## config.mk

```make
export PLATFORM = sky130hd
export DESIGN_NAME = mat_host_sequencer_flat
export DESIGN_NICKNAME = d
export VERILOG_FILES = /design/src/rtl/mat_host_sequencer_if.sv /design/src/rtl/mat_host_sequencer.sv /design/src/flat_wrapper.sv
export SDC_FILE = /design/constraint.sdc
export NUM_CORES = 1
export LEC_CHECK = 0
export BUFFER_PORTS_ARGS = -buffer_cell sky130_fd_sc_hd__buf_2
export CORE_MARGIN = 3
export CORE_UTILIZATION = 32
export DETAILED_ROUTE_END_ITERATION = 10
export PLACE_DENSITY = 0.6
export SETUP_SLACK_MARGIN = 0.02
export SLEW_MARGIN = 25
export SYNTH_ARGS = -nofsm -noshare
export SYNTH_HDL_FRONTEND = slang
export SYNTH_SLANG_ARGS = --single-unit
```

## constraint.sdc

```tcl
create_clock -name CLK -period 1.9 [get_ports CLK]
set_input_delay 0.38 -clock CLK [delete_from_list [all_inputs] [get_ports CLK]]
set_output_delay 0.38 -clock CLK [all_outputs]
set_load 0.1 [all_outputs]
```

## src/rtl/mat_host_sequencer_if.sv

```systemverilog
// rtl/mat_host_sequencer_if.sv - job control, operand/result streams and controller command bus
interface mat_host_sequencer_if #(
    parameter int DW = 16
);
    logic          START;
    logic          BUSY;
    logic          DONE;
    logic          IN_VALID;
    logic          IN_READY;
    logic [DW-1:0] IN_DATA;
    logic          CTRL_EN;
    logic          CTRL_WRITE;
    logic          CTRL_LOAD;
    logic [2:0]    CTRL_IDX;
    logic [3:0]    CTRL_REG_SELECT;
    logic [DW-1:0] CTRL_DATA_IN;
    logic [DW-1:0] CTRL_DATA_OUT;
    logic          OUT_VALID;
    logic          OUT_READY;
    logic [DW-1:0] OUT_DATA;
    logic          OUT_LAST;

    modport master (
        input  START, IN_VALID, IN_DATA, CTRL_DATA_OUT, OUT_READY,
        output BUSY, DONE, IN_READY, CTRL_EN, CTRL_WRITE, CTRL_LOAD, CTRL_IDX,
               CTRL_REG_SELECT, CTRL_DATA_IN, OUT_VALID, OUT_DATA, OUT_LAST
    );

    modport slave (
        output START, IN_VALID, IN_DATA, CTRL_DATA_OUT, OUT_READY,
        input  BUSY, DONE, IN_READY, CTRL_EN, CTRL_WRITE, CTRL_LOAD, CTRL_IDX,
               CTRL_REG_SELECT, CTRL_DATA_IN, OUT_VALID, OUT_DATA, OUT_LAST
    );
endinterface

```

## src/rtl/mat_host_sequencer.sv

```systemverilog
// rtl/mat_host_sequencer.sv - streams 128 operands into the 8x8 array, loads, computes, reads back 64 results
module mat_host_sequencer #(
    parameter int DW             = 16,
    parameter int COMPUTE_CYCLES = 24
) (
    input  logic                 CLK,
    input  logic                 RST,
    mat_host_sequencer_if.master bus
);
    typedef enum logic [2:0] {
        IDLE, WR, LOAD, COMP, RD_ISSUE, RD_WAIT, RD_OUT, FIN
    } state_t;

    localparam logic [7:0] CC_LAST = 8'(COMPUTE_CYCLES - 1);

    state_t        state, state_nx;
    logic [6:0]    k, k_nx;
    logic [3:0]    lcnt, lcnt_nx;
    logic [7:0]    ccnt, ccnt_nx;
    logic [5:0]    j, j_nx, j_inc;
    logic          en_r, wr_r, ld_r, en_nx, wr_nx, ld_nx;
    logic [2:0]    idx_r, idx_nx;
    logic [3:0]    rs_r, rs_nx;
    logic [DW-1:0] din_r, din_nx;
    logic [DW-1:0] out_data_r;
    logic          out_last_r;
    logic          in_hs;

    assign in_hs = (state == WR) && bus.IN_VALID;
    assign j_inc = j + 6'd1;

    // The *_nx command is what the controller sees next cycle; every CTRL_* pin is a flop.
    always_comb begin
        state_nx = state;
        k_nx     = k;
        lcnt_nx  = lcnt;
        ccnt_nx  = ccnt;
        j_nx     = j;
        en_nx    = 1'b0;
        wr_nx    = 1'b0;
        ld_nx    = 1'b0;
        idx_nx   = 3'd0;
        rs_nx    = 4'd0;
        din_nx   = '0;
        case (state)
            IDLE: begin
                if (bus.START) begin
                    state_nx = WR;
                    k_nx     = 7'd0;
                    lcnt_nx  = 4'd0;
                    ccnt_nx  = 8'd0;
                    j_nx     = 6'd0;
                end
            end
            WR: begin
                if (in_hs) begin
                    en_nx  = 1'b1;
                    wr_nx  = 1'b1;
                    rs_nx  = k[6:3];
                    idx_nx = k[2:0];
                    din_nx = bus.IN_DATA;
                    if (k == 7'd127) begin
                        state_nx = LOAD;
                    end else begin
                        k_nx = k + 7'd1;
                    end
                end
            end
            // First LOAD cycle still shows the last write on the pins, hence 9 cycles for 8 loads.
            LOAD: begin
                en_nx = 1'b1;
                if (lcnt == 4'd8) begin
                    state_nx = COMP;
                end else begin
                    ld_nx   = 1'b1;
                    lcnt_nx = lcnt + 4'd1;
                end
            end
            COMP: begin
                en_nx = 1'b1;
                if (ccnt == CC_LAST) begin
                    state_nx = RD_ISSUE;
                    wr_nx    = 1'b1;
                    ld_nx    = 1'b1;
                    rs_nx    = {1'b0, j[5:3]};
                    idx_nx   = j[2:0];
                end else begin
                    ccnt_nx = ccnt + 8'd1;
                end
            end
            RD_ISSUE: state_nx = RD_WAIT;
            RD_WAIT:  state_nx = RD_OUT;
            RD_OUT: begin
                if (bus.OUT_READY) begin
                    if (j == 6'd63) begin
                        state_nx = FIN;
                    end else begin
                        state_nx = RD_ISSUE;
                        j_nx     = j_inc;
                        en_nx    = 1'b1;
                        wr_nx    = 1'b1;
                        ld_nx    = 1'b1;
                        rs_nx    = {1'b0, j_inc[5:3]};
                        idx_nx   = j_inc[2:0];
                    end
                end
            end
            FIN:     state_nx = IDLE;
            default: state_nx = IDLE;
        endcase
    end

    always_ff @(posedge CLK or negedge RST) begin
        if (!RST) begin
            state      <= IDLE;
            k          <= 7'd0;
            lcnt       <= 4'd0;
            ccnt       <= 8'd0;
            j          <= 6'd0;
            en_r       <= 1'b0;
            wr_r       <= 1'b0;
            ld_r       <= 1'b0;
            idx_r      <= 3'd0;
            rs_r       <= 4'd0;
            din_r      <= '0;
            out_data_r <= '0;
            out_last_r <= 1'b0;
        end else begin
            state <= state_nx;
            k     <= k_nx;
            lcnt  <= lcnt_nx;
            ccnt  <= ccnt_nx;
            j     <= j_nx;
            en_r  <= en_nx;
            wr_r  <= wr_nx;
            ld_r  <= ld_nx;
            idx_r <= idx_nx;
            rs_r  <= rs_nx;
            din_r <= din_nx;
            if (state == RD_WAIT) begin
                out_data_r <= bus.CTRL_DATA_OUT;
                out_last_r <= (j == 6'd63);
            end
        end
    end

    assign bus.BUSY            = (state != IDLE) && (state != FIN);
    assign bus.DONE            = (state == FIN);
    assign bus.IN_READY        = (state == WR);
    assign bus.OUT_VALID       = (state == RD_OUT);
    assign bus.OUT_DATA        = out_data_r;
    assign bus.OUT_LAST        = out_last_r;
    assign bus.CTRL_EN         = en_r;
    assign bus.CTRL_WRITE      = wr_r;
    assign bus.CTRL_LOAD       = ld_r;
    assign bus.CTRL_IDX        = idx_r;
    assign bus.CTRL_REG_SELECT = rs_r;
    assign bus.CTRL_DATA_IN    = din_r;
endmodule

```

## src/flat_wrapper.sv

```systemverilog
// flat-port wrapper written by rule: the top's interface ports become plain ports
module mat_host_sequencer_flat 
#(
    parameter int DW             = 16,
    parameter int COMPUTE_CYCLES = 24
)
  (CLK, RST, bus_START, bus_IN_VALID, bus_IN_DATA, bus_CTRL_DATA_OUT, bus_OUT_READY, bus_BUSY, bus_DONE, bus_IN_READY, bus_CTRL_EN, bus_CTRL_WRITE, bus_CTRL_LOAD, bus_CTRL_IDX, bus_CTRL_REG_SELECT, bus_CTRL_DATA_IN, bus_OUT_VALID, bus_OUT_DATA, bus_OUT_LAST);
  mat_host_sequencer_if #(.DW(DW)) bus_i ();
  input  logic CLK;
  input  logic RST;
  input wire logic [$bits(bus_i.START)-1:0] bus_START;
  input wire logic [$bits(bus_i.IN_VALID)-1:0] bus_IN_VALID;
  input wire logic [$bits(bus_i.IN_DATA)-1:0] bus_IN_DATA;
  input wire logic [$bits(bus_i.CTRL_DATA_OUT)-1:0] bus_CTRL_DATA_OUT;
  input wire logic [$bits(bus_i.OUT_READY)-1:0] bus_OUT_READY;
  output wire logic [$bits(bus_i.BUSY)-1:0] bus_BUSY;
  output wire logic [$bits(bus_i.DONE)-1:0] bus_DONE;
  output wire logic [$bits(bus_i.IN_READY)-1:0] bus_IN_READY;
  output wire logic [$bits(bus_i.CTRL_EN)-1:0] bus_CTRL_EN;
  output wire logic [$bits(bus_i.CTRL_WRITE)-1:0] bus_CTRL_WRITE;
  output wire logic [$bits(bus_i.CTRL_LOAD)-1:0] bus_CTRL_LOAD;
  output wire logic [$bits(bus_i.CTRL_IDX)-1:0] bus_CTRL_IDX;
  output wire logic [$bits(bus_i.CTRL_REG_SELECT)-1:0] bus_CTRL_REG_SELECT;
  output wire logic [$bits(bus_i.CTRL_DATA_IN)-1:0] bus_CTRL_DATA_IN;
  output wire logic [$bits(bus_i.OUT_VALID)-1:0] bus_OUT_VALID;
  output wire logic [$bits(bus_i.OUT_DATA)-1:0] bus_OUT_DATA;
  output wire logic [$bits(bus_i.OUT_LAST)-1:0] bus_OUT_LAST;
  assign bus_i.START = bus_START;
  assign bus_i.IN_VALID = bus_IN_VALID;
  assign bus_i.IN_DATA = bus_IN_DATA;
  assign bus_i.CTRL_DATA_OUT = bus_CTRL_DATA_OUT;
  assign bus_i.OUT_READY = bus_OUT_READY;
  assign bus_BUSY = bus_i.BUSY;
  assign bus_DONE = bus_i.DONE;
  assign bus_IN_READY = bus_i.IN_READY;
  assign bus_CTRL_EN = bus_i.CTRL_EN;
  assign bus_CTRL_WRITE = bus_i.CTRL_WRITE;
  assign bus_CTRL_LOAD = bus_i.CTRL_LOAD;
  assign bus_CTRL_IDX = bus_i.CTRL_IDX;
  assign bus_CTRL_REG_SELECT = bus_i.CTRL_REG_SELECT;
  assign bus_CTRL_DATA_IN = bus_i.CTRL_DATA_IN;
  assign bus_OUT_VALID = bus_i.OUT_VALID;
  assign bus_OUT_DATA = bus_i.OUT_DATA;
  assign bus_OUT_LAST = bus_i.OUT_LAST;
  mat_host_sequencer #(.DW(DW), .COMPUTE_CYCLES(COMPUTE_CYCLES)) u_core (.CLK(CLK), .RST(RST), .bus(bus_i));
endmodule
```

# Word level (Yosys, flattened, before mapping)

Index checks and enable logic that the tools add are counted.

Logic and storage cells: 95
Flip-flop bits (word level): 71
Bits of input ports: 37
Output and inout bits: 47

Eq/ne operators: 22
Add/sub/neg operators: 4
Reduce and logical (&&, ||, !) cells: 14
Mux-type cells: 42

Operators by type and width:

| operator            | number |
|---|---|
| $mux 3              | 12 |
| $mux 16             | 2 |
| $pmux 3 s8          | 1 |
| $mux 7              | 3 |
| $mux 6              | 3 |
| $mux 4              | 4 |
| $mux 8              | 2 |
| $pmux 8 s2          | 1 |
| $pmux 7 s2          | 1 |
| $eq 3x3->1 const B  | 4 |
| $ne 2x2->1 const B  | 6 |
| $pmux 4 s3          | 1 |
| $pmux 6 s2          | 1 |
| $pmux 1 s3          | 3 |
| $pmux 3 s3          | 1 |
| $add 8x1->8 const B | 1 |
| $eq 8x5->1 const B  | 1 |
| $ne 2x1->1 const B  | 4 |
| $pmux 4 s2          | 1 |
| $reduce_and 4->1    | 2 |
| $reduce_bool 2->1   | 4 |
| $add 7x1->7 const B | 1 |
| $eq 7x7->1 const B  | 1 |
| $add 6x1->6 const B | 1 |
| 14 further kinds    | 21 |

# Depth between registers and ports, before layout

Word-level depth: 4
Mapped depth: 7
Mapped depth without buffers: 6

# Least setup slack after synthesis

OpenSTA, ideal clock, no wires.

Kind: reg-to-output
Start point: register u_core.state[1]
End point: output bus_BUSY
Slack: -1.101 ns
Required time: 1.520 ns
Arrival time: 2.621 ns
Cell stages (with the launch flop): 5
Path buffers: 2
Cell sequence: dfrtp_1 buf_2 clkbuf_1 and3_1 nor2_1

Longest elaborated chain between the ends: 2
Elaborated cells on any way between the ends: 3
Those cells by class: eq/ne: 1; reduce/logical: 2

RTL lines:

| item                                                   | RTL line                  | source |
|---|---|---|
| from (decl)                                            | mat_host_sequencer.sv:16  | `state_t state, state_nx;` |
| from (signal assigned)                                 | mat_host_sequencer.sv:129 | `state <= state_nx;` |
| $ne 3x3->1 / $reduce_bool 3->1 (equally long branches) | mat_host_sequencer.sv:147 | `assign bus.BUSY = (state != IDLE) && (state != FIN);` |
| $logic_and 1x1->1 (*)                                  | mat_host_sequencer.sv:147 |  |
| to (decl)                                              | flat_wrapper.sv:16        | `output wire logic [$bits(bus_i.BUSY)-1:0] bus_BUSY;` |

Mark *: on every way between the ends. The rest lies on a longest branch, timed or not.

# Worst setup path after layout

Start point: register u_core.state[1]
End point: output bus_IN_READY

Longest elaborated chain between the ends: 1

RTL lines:

| item       | RTL line                  | source |
|---|---|---|
| $eq 3x1->1 | mat_host_sequencer.sv:149 | `assign bus.IN_READY = (state == WR);` |
| to (decl)  | flat_wrapper.sv:18        | `output wire logic [$bits(bus_i.IN_READY)-1:0] bus_IN_READY;` |

No other way between the ends.

==> impl_metrics.tcl <==
set metrics [dict create \
    status "completed" \
    root_buffer "clkbuf_8" \
    htree_levels 3 \
    cts_sinks 71 \
    numCtsBuffers 9 \
    fmax_ghz 0.531 \
    io_buffers 83 \
    ctsHoldBuffers 0 \
    post-place-ws_ps 107 \
    p_seq_frac 0.439 \
    p_sw_uw 1310 \
    core_area_mm2 0.00946 \
    synth.avg_cell_area_um2 11.5 \
    fillers 920 \
    hold_ws_ps 44.1 \
    fin_tns_setup_ps 0 \
    drc 0 \
    tritoncts "yes" \
    finalWirelength_um 7230 \
    path_class "register to output pin" \
    pin_count 84 \
    die_w_um 106 \
    via_per_inst 4.85 \
    worst-path-max-fanout 5 \
    path_clk_slew_ps 80 \
    rsz0062_at_grt "true" \
    swShare 0.327 \
    synth_flop_cell "dfrtp_1" \
    syn_inst 276 \
    layout.nets 419 \
    utilization 0.444 \
    internal-power_uw 2700 \
    r2r-end "u_core.state[0]" \
    synth_area_leaders "dfrtp_1 (56%), mux2_2 (6.0%), and2_1 (3.7%), o21ai_0 (2.4%), ha_1 (2.0%)" \
    cts_buffer_depth 2 \
    crit_path_end_kind "output pin" \
    netlist_area_mm2 0.00318 \
    grt_pass1_vias 2396 \
    cellPowerDensity_mw_per_mm2 956 \
    antenna_found_initial 1 \
    r2r_cells 4 \
    setup_viol 0 \
    rows 35 \
    dieHeight_um 106 \
    fin_crit_sh 0.991 \
    reg2reg_slack_ps 130 \
    crit_family "flip-flops" \
    min_path_type "input pin to asynchronous set/reset pin" \
    worstPathCellList "or3b_4, clkinvlp_4, buf_12" \
    p_leak_uw 0.00205 \
    initial_core_util 0.336 \
    ys_warn_count 0 \
    clockPowerShare 0.356 \
    ys_seq_area_frac 0.559 \
    final.setup.worst_slack_ps 16.8 \
    place_congestion 0.826 \
    antennaDiodeCount 0 \
    grtUsageTotal 0.134 \
    synth-seq-cells 71 \
    overflow 0 \
    crit_arrival_ps 1500 \
    dr.pass1.iters 5 \
    yosysMostFrequentCell "dfrtp_1" \
    synth_top_cell_by_area "dfrtp_1" \
    initialDrtViolationCount 100 \
    synth_nets 318 \
    period_needed_ps 1880 \
    maxSlewHeadroom 0.669 \
    grt_max_degree 72 \
    synth_common_cells "dfrtp_1 (71), and2_1 (19), mux2_2 (17)" \
    critPathLaunchType "register" \
    drive_above_1_share 0.409 \
    grt_pass1_wl_um 12000 \
    ir_drop_v 0.000441 \
    skew_ps 12.5 \
    critical-path-max-stage-delay_ps 440 \
    synthArstFlopShare 1.00 \
    critPathRequiredTime_ps 1520 \
    dieArea_mm2 0.0112 \
    yosys.area.top_type_share 0.559 \
    drv_slew 0 \
    hold_violations 0 \
    dp_hpwl_um 5050 \
    ys_types 57 \
    clk_latency_ps 340 \
    synth-edff-count 0 \
    r2r-start "u_core.ccnt[3]" \
    worstMarginPinSlew_ps 500 \
    pwr-share-comb 0.205 \
    post_drt_wl_per_cell_um 14.2 \
    syn2layout_area_growth_pct 32.0 \
    ant_nets 0 \
    finalPower_uw 4010 \
    cap_viol_max_count 0 \
    slowest_stage "dfrtp_2" \
    dr_total_vias 2471 \
    worst-path-buf-inv 2 \
]
area by class of cell:
type	instances	area, um^2	area share
Clock inverter	6	109	0.0259
Clock buffer	9	124	0.0295
Inverter	7	30.0	0.00715
Multi-Input combinational cell	185	1360	0.323
Tap cell	129	161	0.0385
Sequential cell	71	1780	0.424
Timing Repair Buffer	103	638	0.152
layer usage:
layer	global-route usage	wire [um]
met1	0.187	3420
met2	0.190	3070
met3	0.0502	636
met4	0.0472	86
met5	0	13
power by group through the flow:
| stage | logic [uW] | clock network [uW] | registers [uW] |
|---|---|---|---|
| floorplan | 199 | 0 | 2210 |
| global placement | 822 | 0 | 1780 |
| detailed placement | 831 | 0 | 1790 |
| CTS | 833 | 1480 | 1760 |
| global route | 879 | 1560 | 1780 |
| finish | 824 | 1430 | 1760 |
what timing repair did:
action	CTS	global route
endpoints found under the setup margin	3	7
buffers inserted	4	1
pin swaps	0	0
gates resized for setup	4	5
worst reg2reg max path: stages (launching register included):
cell and delay [ps]:
dfrtp_1 420, or4b_4 600, o31ai_4 260, o21ai_2 90, a211o_1 300
per-stage QoR:
stage / cell area (um^2) / instances
after floorplan: 3200 / 276
after global placement: 3900 / 490
after detailed placement: 3900 / 490
after CTS: 4170 / 509
after global routing: 4200 / 510
final: 4200 / 510
cell families (layout without fill, tap and decap cells):
logic type / after synthesis / count (layout) / share of synthesized area
AO/OA/AOI/OAI: 60 / 60 / 0.137
XOR/XNOR: 5 / 5 / 0.0138
adder cells (fa/ha/maj): 5 / 5 / 0.0197
buffers and inverters: 20 / 125 / 0.0264
flip-flops: 71 / 71 / 0.559
multiplexers: 20 / 20 / 0.0697
AND/OR/NAND/NOR: 95 / 95 / 0.175
registers in the layout (all words and copies together), names as in the netlist:
signal and count:
u_core.bus.OUT_LAST 1, u_core.bus.CTRL_LOAD 1, u_core.bus.CTRL_WRITE 1, u_core.ccnt 8, u_core.state 3, u_core.bus.CTRL_EN 1
u_core.bus.CTRL_DATA_IN 16, u_core.lcnt 4, u_core.bus.CTRL_IDX 3, u_core.k 7, u_core.j 6, u_core.bus.CTRL_REG_SELECT 4
u_core.bus.OUT_DATA 16
how the worst max path moves through the flow:
stage,startpoint,endpoint,slack (ps),cells past startpoint
4_1_cts,u_core.state[1],bus_IN_READY,-0.6,3
5_1_grt,u_core.state[1],bus_IN_READY,-20,3
3_3_place_gp,u_core.j[0],u_core.j[5],160,5
2_1_floorplan,u_core.state[1],bus_BUSY,-110,4
3_5_place_dp,u_core.j[0],u_core.j[5],110,5
6_report,u_core.state[1],bus_IN_READY,20,3
cell usage in the layout, fill, tap and decap left out, types with 9 or more instances in the layout:
cell type and count:
a21oi_1 10, and2_1 19, buf_2 79, buf_4 19, clkbuf_8 9, dfrtp_1 68, mux2_2 17, nand2_1 13
nand3_1 11, nor2_1 12, o21ai_0 15
No activity file was read; power rests on OpenSTA's default activity.
